`src/rtl/fwd_ctrl.sv`:
```
// Forwarding / load-use hazard control for the 5-stage pipeline: registered EX operand select codes
// plus a combinational stall. Optional saturating stall counter when FWD_STALL_CNT_EN is defined.

// Select code for one EX operand; the newest live producer wins.
module fwd_sel #(
    parameter int REG_AW = 5
) (
    input  logic              en,
    input  logic [REG_AW-1:0] src,
    input  logic              s1_live,
    input  logic [REG_AW-1:0] s1_rd,
    input  logic              s2_live,
    input  logic [REG_AW-1:0] s2_rd,
    output logic [1:0]        code
);
    localparam logic [1:0] SEL_RF  = 2'b00;
    localparam logic [1:0] SEL_MEM = 2'b01;
    localparam logic [1:0] SEL_WB  = 2'b10;

    always_comb begin
        code = SEL_RF;
        if (en && (src != '0)) begin
            if (s1_live && (s1_rd == src))
                code = SEL_MEM;
            else if (s2_live && (s2_rd == src))
                code = SEL_WB;
        end
    end
endmodule

module fwd_ctrl #(
    parameter int REG_AW = 5,
    parameter int CNT_W  = 16
) (
    input  logic              clk,
    input  logic              rst_n,
    input  logic              hold,
    input  logic              flush,
    input  logic              dec_valid,
    input  logic [REG_AW-1:0] dec_rs,
    input  logic [REG_AW-1:0] dec_rt,
    input  logic              dec_uses_rt,
    input  logic [REG_AW-1:0] dec_rd,
    input  logic              dec_we,
    input  logic              dec_is_load,
    output logic [1:0]        fwd_a,
    output logic [1:0]        fwd_b,
    output logic              stall
`ifdef FWD_STALL_CNT_EN
    ,
    output logic [CNT_W-1:0]  stall_cnt
`endif
);
    localparam int NUM_OPS = 2;

    typedef struct packed {
        logic [REG_AW-1:0] rd;
        logic              we;
        logic              ld;
    } stage_rec_t;

    stage_rec_t s1, s2, s3;
    logic       s1_live, s2_live;

    logic [NUM_OPS-1:0][REG_AW-1:0] src;
    logic [NUM_OPS-1:0]             src_en;
    logic [NUM_OPS-1:0][1:0]        code_nxt;
    logic [NUM_OPS-1:0][1:0]        code_q;

    assign s1_live = s1.we && (s1.rd != '0);
    assign s2_live = s2.we && (s2.rd != '0);

    // Operand 0 is A (rs), operand 1 is B (rt, only when actually read).
    assign src[0]    = dec_rs;
    assign src[1]    = dec_rt;
    assign src_en[0] = dec_valid;
    assign src_en[1] = dec_valid && dec_uses_rt;

    for (genvar i = 0; i < NUM_OPS; i++) begin : g_op
        fwd_sel #(.REG_AW(REG_AW)) u_sel (
            .en      (src_en[i]),
            .src     (src[i]),
            .s1_live (s1_live),
            .s1_rd   (s1.rd),
            .s2_live (s2_live),
            .s2_rd   (s2.rd),
            .code    (code_nxt[i])
        );
    end

    // A load in ID/EX cannot forward in time; a taken branch squashes the consumer anyway.
    always_comb begin
        stall = 1'b0;
        if (!flush && dec_valid && s1_live && s1.ld)
            stall = (dec_rs == s1.rd) || (dec_uses_rt && (dec_rt == s1.rd));
    end

    always_ff @(posedge clk or negedge rst_n) begin
        if (!rst_n) begin
            s1     <= '0;
            s2     <= '0;
            s3     <= '0;
            code_q <= '0;
        end else if (!hold) begin
            s3 <= s2;
            s2 <= s1;
            if (flush || stall) begin
                s1     <= '0;
                code_q <= '0;
            end else begin
                s1     <= '{rd: dec_rd, we: dec_we && dec_valid, ld: dec_is_load && dec_valid};
                code_q <= code_nxt;
            end
        end
    end

    assign fwd_a = code_q[0];
    assign fwd_b = code_q[1];

`ifdef FWD_STALL_CNT_EN
    always_ff @(posedge clk or negedge rst_n) begin
        if (!rst_n)
            stall_cnt <= '0;
        else if (!hold && stall && (stall_cnt != '1))
            stall_cnt <= stall_cnt + 1'b1;
    end
`endif
endmodule

```
`config.mk`:
```
export PLATFORM = sky130hd
export DESIGN_NAME = fwd_ctrl
export DESIGN_NICKNAME = d
export VERILOG_FILES = /design/src/rtl/fwd_ctrl.sv
export SDC_FILE = /design/constraint.sdc
export NUM_CORES = 1
export LEC_CHECK = 0
export CORE_AREA = 5 5 69 71
export CTS_CLUSTER_DIAMETER = 50
export DETAILED_ROUTE_END_ITERATION = 8
export DIE_AREA = 0 0 74 76
export PLACE_DENSITY = 0.52
export SYNTH_ARGS = -nofsm -noshare
export SYNTH_HDL_FRONTEND = slang
export SYNTH_SLANG_ARGS = --single-unit
```
`constraint.sdc`:
```
create_clock -name clk -period 2.1 [get_ports clk]
set_clock_uncertainty 0.1 [all_clocks]
set_input_delay 0.42 -clock clk [delete_from_list [all_inputs] [get_ports clk]]
set_output_delay 0.42 -clock clk [all_outputs]
set_load 0.005 [all_outputs]
```
Word level (Yosys, flattened, before mapping)
Index checks and enable logic that the tools add are counted.
- register bits after elaboration: 17
- bits in latches: 0
- RAM bits: 0
- bits in read-only memories: 0
- input bits: 23
- output and inout bits: 5
- word-level logic and storage cells: 44
- memories kept: 0
- add/subtract/negate cells: 0
- multipliers: 0
- div/mod/pow operators: 0
- $lt $le $gt $ge: 0
- equality and inequality tests: 6
- shift operators: 0
- multiplexer cells: 9
- bitwise operators: 0
- reductions and logical operators: 22
- operators by type and width (operator ; count):
    5-bit == test ; 6
    5-bit nonzero test ; 4
    1-bit logical AND ; 15
    2-bit two-way mux ; 6
    7-bit two-way mux ; 1
    4-bit two-way mux ; 1
    1-bit logical OR ; 2
    1-bit logical NOT ; 1
    1-bit two-way mux ; 1

Longest topological paths before layout
- depth after elaboration: 7
- depth in mapped cells: 5
- mapped depth without buffers: 5

Cells and area by module
From an unflattened synthesis, not the netlist that was laid out.
- cells, all modules: 129
- area, all modules: 1219.9 µm²
- modules (own cells, without submodules) (module ; instances ; cells an instance ; area an instance (µm²)):
    fwd_ctrl ; 1 ; 93 ; 927.1
    fwd_sel ; 2 ; 18 ; 146.4

Worst setup path before layout
Ideal clock, no wire load.
- path type: input port to flip-flop
- from: input port dec_rs[1]
- to: register code_q (netlist bit fwd_a[1])
- setup time: 0.122 ns
- arrival time: 1.516 ns
- required time: 1.878 ns
- path slack: 0.363 ns
- cell stages on the path: 5
- path buffers: 0
- path through: or4_1 nor2_2 nor4_1 and4_4 a32o_1
- cells in the longest elaborated chain, start to end: 6
- RTL lines (what ; RTL line ; RTL):
    start, declared ; 40 ; input logic [REG_AW-1:0] dec_rs,
    5-bit == test ; 25 ; else if (s2_live && (s2_rd == src))
    1-bit logical AND ; 25 ;
    2-bit two-way mux ; 25 ;
    2-bit two-way mux ; 23 ; if (s1_live && (s1_rd == src))
    2-bit two-way mux ; 22 ; if (en && (src != '0)) begin
    4-bit two-way mux * ; 107 ; if (flush || stall) begin
    end signal, assigned ; 112 ; code_q <= code_nxt;
    end, declared ; 68 ; logic [NUM_OPS-1:0][1:0] code_q;
Every way passes the cells marked *; elsewhere a longest branch is shown, timed or not.
A chain may end at the register's enable or synchronous reset.

Final worst setup path
- from: register s1[4] in the netlist's numbering
- to: output port stall
- cells in the longest elaborated chain, start to end: 5
- RTL lines (what ; RTL line ; RTL):
    start, declared ; 62 ; stage_rec_t s1, s2, s3;
    start signal, assigned ; 111 ; s1 <= '{rd: dec_rd, we: dec_we && dec_valid, ld: dec_is_load && dec_valid};
    5-bit nonzero test ; 70 ; assign s1_live = s1.we && (s1.rd != '0);
    1-bit logical AND ; 70 ;
    1-bit logical AND (2 in series) ; 94 ; if (!flush && dec_valid && s1_live && s1.ld)
    1-bit two-way mux * ; 94 ;
    end, declared ; 48 ; output logic stall
Marks and branches as above.

==> results_dict.tcl <==
set metrics [dict create \
    status "finished, final reports clean" \
    clk_pin_slew_ps 70 \
    end_kind "primary output" \
    ys.warnings.count 0 \
    ioPinCount 28 \
    drc_errors 0 \
    layout_commonest_cell "buf_4" \
    syn_inst 90 \
    firstDrtPassIters 4 \
    drt-total-wl_um 2715 \
    synth_cell_types 27 \
    slew_headroom_pct 76.58 \
    clockRootBuffer "clkbuf_8" \
    tritoncts "done" \
    drive_gt1_share_pct 33.56 \
    synth_nets 113 \
    avgSynthCellArea_sq_um 10.73 \
    pwr-share-seq_pct 45.2 \
    fin_crit_sh_pct 98.88 \
    dieArea_sq_um 5624 \
    leakagePower_uw 0.0006977 \
    synth_top_family_by_area "XOR/XNOR gates" \
    worst-path-max-fanout 4 \
    cts_sinks 17 \
    p_switching_uw 225.9 \
    synthSimpleGateAreaFrac_pct 15.03 \
    setup_ws_ps 23.60 \
    synth_area_sq_um 965.9 \
    core_area_sq_um 4174 \
    grt_pass1_vias 1064 \
    clock_path_buffers 2 \
    arrival_ps 1560 \
    ant_nets 0 \
    synth_xor_area_share_pct 18.13 \
    ys_seq_area_share_pct 44.04 \
    start_kind "flop" \
    clock.fmax_mhz 481.6 \
    crit_type "reg -> out" \
    hold_viol 0 \
    grt_pass1_wl_um 4919 \
    synth_top_area_cell "dfrtp_1" \
    finalInstanceArea_sq_um 1578 \
    insertion_delay_ps 250 \
    row_count 24 \
    synth.top_cell.area_share_pct 44.04 \
    crit_chain "buf_4 > xnor2_2 > nand3_1 > o22ai_2 > nand2_1 > nor2_1 > buf_2" \
    drtIter0Drc 40 \
    crit_family "flip-flops" \
    ctsHoldBuffers 0 \
    synth_compound_area_share_pct 14.64 \
    p_comb_share_pct 25.4 \
    start_util_pct 23.14 \
    via_count 892 \
    nNetsFinal 173 \
    placed_cell_area_sq_um 1466 \
    grt_use_total_pct 10.85 \
    p_per_area_nw_per_um2 533.0 \
    internal_power_uw 615.0 \
    grt_setup_unrepaired "yes" \
    htree_levels 1 \
    portBuffers 27 \
    viasPerCell 4.438 \
    crit_required_ps 1580 \
    synthMuxAreaShare_pct 6.995 \
    peakVddDrop_mv 0.2627 \
    maxCapViolations 0 \
    setup_viol 0 \
    dp_slack_ps -602.4 \
    hp-class "in -> async" \
    final_cell_mix "buf_4 (30), clkdlybuf4s50_1 (16), dfrtp_1 (14), xnor2_1 (12), dlygate4sd2_1 (8)" \
    synthAdderAreaFrac_pct 0 \
    multi_input_area_sq_um 550.5 \
    slowest_delay_ps 440 \
    fp.dieW_um 74 \
    worst_pin_slew_ps 350.0 \
    wl_per_cell_um 13.51 \
    die_h_um 76 \
    pwr-share-clk_pct 29.4 \
    cp_num_buf_inv 2 \
    synthTopCellsByArea "dfrtp_1 (44%), xnor2_1 (12%), mux2_2 (7.0%)" \
    place.gp.congestion 0.8310 \
    fill_cells 401 \
    dpl.hpwl_um 2177 \
    area_growth_pct 63.34 \
    critPathSlowestCell "dfrtp_2" \
    slew_viol_final 0 \
    overflow 0 \
    antenna_cells 0 \
    ys_seq_elements 17 \
    finalCriticalPeriod_ps 2076 \
    register_area_sq_um 429.2 \
    cts_buffers 3 \
    switching_share_pct 26.86 \
    grt_max_degree 19 \
    antenna_found_initial 0 \
]
[Yosys cell counts (all sizes together)]
| cell | number |
|---|---|
| nor3 | 3 |
| and4 | 1 |
| a21oi | 2 |
| or3 | 1 |
| o21a | 1 |
| nor4 | 1 |
| or4 | 3 |
| mux2 | 6 |
| clkbuf | 2 |
| xnor2 | 13 |
| dfrtp | 17 |
| a22o | 3 |
| o31ai | 1 |
| nor2 | 5 |
| nand2b | 1 |
| o211ai | 1 |
| a32o | 6 |
| and3 | 1 |
| a21o | 1 |
| inv | 1 |
| xor2 | 7 |
| o22ai | 1 |
| o41ai | 1 |
| nand2 | 6 |
| nand4 | 2 |
| nand3 | 3 |
[cell families after synthesis]
kind of cell / after synthesis
AO/OA/AOI/OAI: 17
XOR/XNOR: 20
multiplexers: 6
AND/OR/NAND/NOR: 27
buffers and inverters: 3
flip-flops: 17
[area by class of cell]
class / instances / area share, %
Inverter: 1 / 0.2379
Sequential cell: 17 / 27.20
Tap cell: 52 / 4.124
Clock inverter: 1 / 0.3172
Multi-Input combinational cell: 70 / 34.89
Clock buffer: 3 / 2.617
Timing Repair Buffer: 57 / 30.61
[registers in the layout, indices dropped and copies added (netlist names)]
register,flops
s1,7
s2,6
fwd_a,2
fwd_b,2
[repair_timing]
item | 4_1_cts | 5_1_grt
setup buffers | 5 | 2
resized for setup | 20 | 2
pin swaps | 10 | 4
endpoints found under the hold margin | 0 | 0
setup endpoints to repair | 2 | 2
[power by group through the flow]
| stage | Clock, uW | Combinational, uW | Sequential, uW |
|---|---|---|---|
| detailed placement | 0 | 198 | 387 |
| finish | 247 | 214 | 380 |
| global placement | 0 | 195 | 387 |
| global route | 271 | 236 | 384 |
| floorplan | 0 | 91.0 | 377 |
| CTS | 253 | 212 | 380 |
[metrics by stage]
step,setup TNS (ps),util (%),total power (uW),hold slack [ps],std cells
5_1_grt,-98.91,37.80,890.5,403.6,201
2_1_floorplan,0,-,468.4,24.41,90
3_5_place_dp,-2602,35.13,584.6,388.9,190
6_report,0,37.80,840.9,382.4,201
4_1_cts,0,37.32,844.9,389.8,199
3_3_place_gp,-2174,35.13,582.2,378.0,190
[per-layer routing]
layer,GRT usage [%],vias up,routed length (um)
met5,0,-,0
met4,2.174,0,0
met3,1.847,0,96
met2,18.53,17,1455
met1,14.12,417,1162
li1,-,458,-
[worst paths after layout]
check                              start  endpoint  slack (ps)  cells past startpoint
max in group asynchronous          rst_n     s1[2]        1310                      2
min in group clk                fwd_b[1]  fwd_b[1]         400                      2
worst max-delay path               s1[4]     stall          20                      7
worst min-delay path               rst_n     s1[6]         380                      2
worst min register to register  fwd_b[1]  fwd_b[1]         400                      2
worst max register to register     s1[4]     s1[2]         220                      7
Note: power is estimated with default switching activity, not from simulation.
==> variant, RTL diff (config.mk and constraints unchanged) <==
`REG_AW` is set to 5 in 2 places; all go to 6.
--- a/src/rtl/fwd_ctrl.sv
+++ b/src/rtl/fwd_ctrl.sv
@@ -5,3 +5,3 @@
 module fwd_sel #(
-    parameter int REG_AW = 5
+    parameter int REG_AW = 6
 ) (
@@ -31,3 +31,3 @@
 module fwd_ctrl #(
-    parameter int REG_AW = 5,
+    parameter int REG_AW = 6,
     parameter int CNT_W  = 16
Interface: changed (resized dec_rd, dec_rs and dec_rt); port bits go from 28 to 31. The function was not compared with the original's and may differ.
==> variant against the unedited design <==
The run now ends with negative setup slack left; setup slack worse by 230 ps; area after synthesis is 14% higher; power grew 12%; sequential cell count up 2; utilization up 4.3 points; routed wire length increased by 19%; cell count increased by 2.0%; die area unchanged; design area rose by 11%; fmax fell by 10%; global-route usage increased by 1.4 points.
==> variant: results <==
group,metric,value,unit
outcome,status,"complete, but fails checks",
outcome,violations,"negative setup slack",
route,maxUsedRoutingLayer,"met4",
critical_path,cp_data_arrival_time,1790,ps
clock_network,path_clk_slew,80,ps
critical_path,startpoint,"dec_rt[3]",
synthesis,yosysWarnings,0,
route,finalWirelength,3.23,mm
clock_network,ctsHtreeMaxLevel,1,
critical_path,crit_fanout,3,
placement,gp_congestion,0.834,
route,via_per_inst,4.70,
power,p_switching,0.266,mW
timing,timing.hold.ws,390,ps
cells_and_area,drive_gt1_frac,0.359,
timing,setup_viol,13,
clock_network,clk_latency,260,ps
synthesis,synth_fp_nets,115,
critical_path,r2r_slack,-110,ps
grt,first_global_vias,1122,
critical_path,reg2regPathDepth,8,
clock_network,cts_made_buffers,3,
critical_path,reg2reg_from,"s1[6]",
grt,grtUsageMet1,0.168,
cells_and_area,n_fill_cell,414,
synthesis,seq_area_frac_synth,0.430,
placement,post-place-ws,-789,ps
placement,dp_hpwl,2.53,mm
power,intPower,0.676,mW
power,pg_comb,0.251,mW
grt,grt_max_degree,20,
grt,grt_usage,0.122,
power,leakage,0.786,nW
cells_and_area,area_growth,59.1,%
power,seq_power,0.424,mW
cells_and_area,fin_nets,180,
synthesis,ys_types,26,
synthesis,async_reset_ff_frac,1.00,
grt,grtUsageMet3,0.0198,
timing,setup_slack,-207,ps
route,wl_met2,1.65,mm
route,dr_wl_met3,92,um
placement,placed_area,1650,um^2
grt,antenna_found_initial,0,
placement,io_buffer_count,30,
placement,dp_cells,195,
critical_path,worstReg2RegEnd,"s1[0]",
cells_and_area,top_regs,"s1 (8), s2 (7)",
grt,grt_pass1_wl,5.47,mm
power,max-vdd-ir-drop,0.260,mV
synthesis,syn_area_per_cell,12.4,um^2
route,wirelength_met1,1.45,mm
timing,tns,-1140,ps
synthesis,synth_common_cells,"dfrtp_1 (19), xor2_1 (18), mux2_2 (7)",
cells_and_area,diodes,0,
route,drt_iter0_markers,41,
synthesis,synth_area_leaders,"dfrtp_1 (43%), xor2_1 (14%), mux2_2 (7.1%)",
grt,use_met2,0.196,
route,routed-via-count,964,
timing,tightest_slew,336,ps
## variant: worst max-delay path, cell delays in order
cell             delay (ps)
clkdlybuf4s50_1         470
xor2_1                  220
nor2_1                  130
nand3_1                 120
a211oi_2                270
buf_2                   150
## variant: kinds of logic (layout without fill, tap and decap cells)
logic type	Yosys count	after routing	share of synthesized area
multiplexers	7	7	0.0714
buffers and inverters	3	67	0.0170
AO/OA/AOI/OAI	17	17	0.159
XOR/XNOR	24	24	0.190
AND/OR/NAND/NOR	19	19	0.133
flip-flops	19	19	0.430
## variant: timing repair
item | in CTS | in global routing
pin swaps | 7 | 4
setup buffers | 4 | 2
resized for setup | 14 | 3
endpoints found under the setup margin | 13 | 13
## variant: cell type report
| class | count | share of cell area |
|---|---|---|
| Clock buffer | 4 | 0.0256 |
| Multi-Input combinational cell | 67 | 0.351 |
| Timing Repair Buffer | 63 | 0.315 |
| Tap cell | 52 | 0.0370 |
| Sequential cell | 19 | 0.271 |
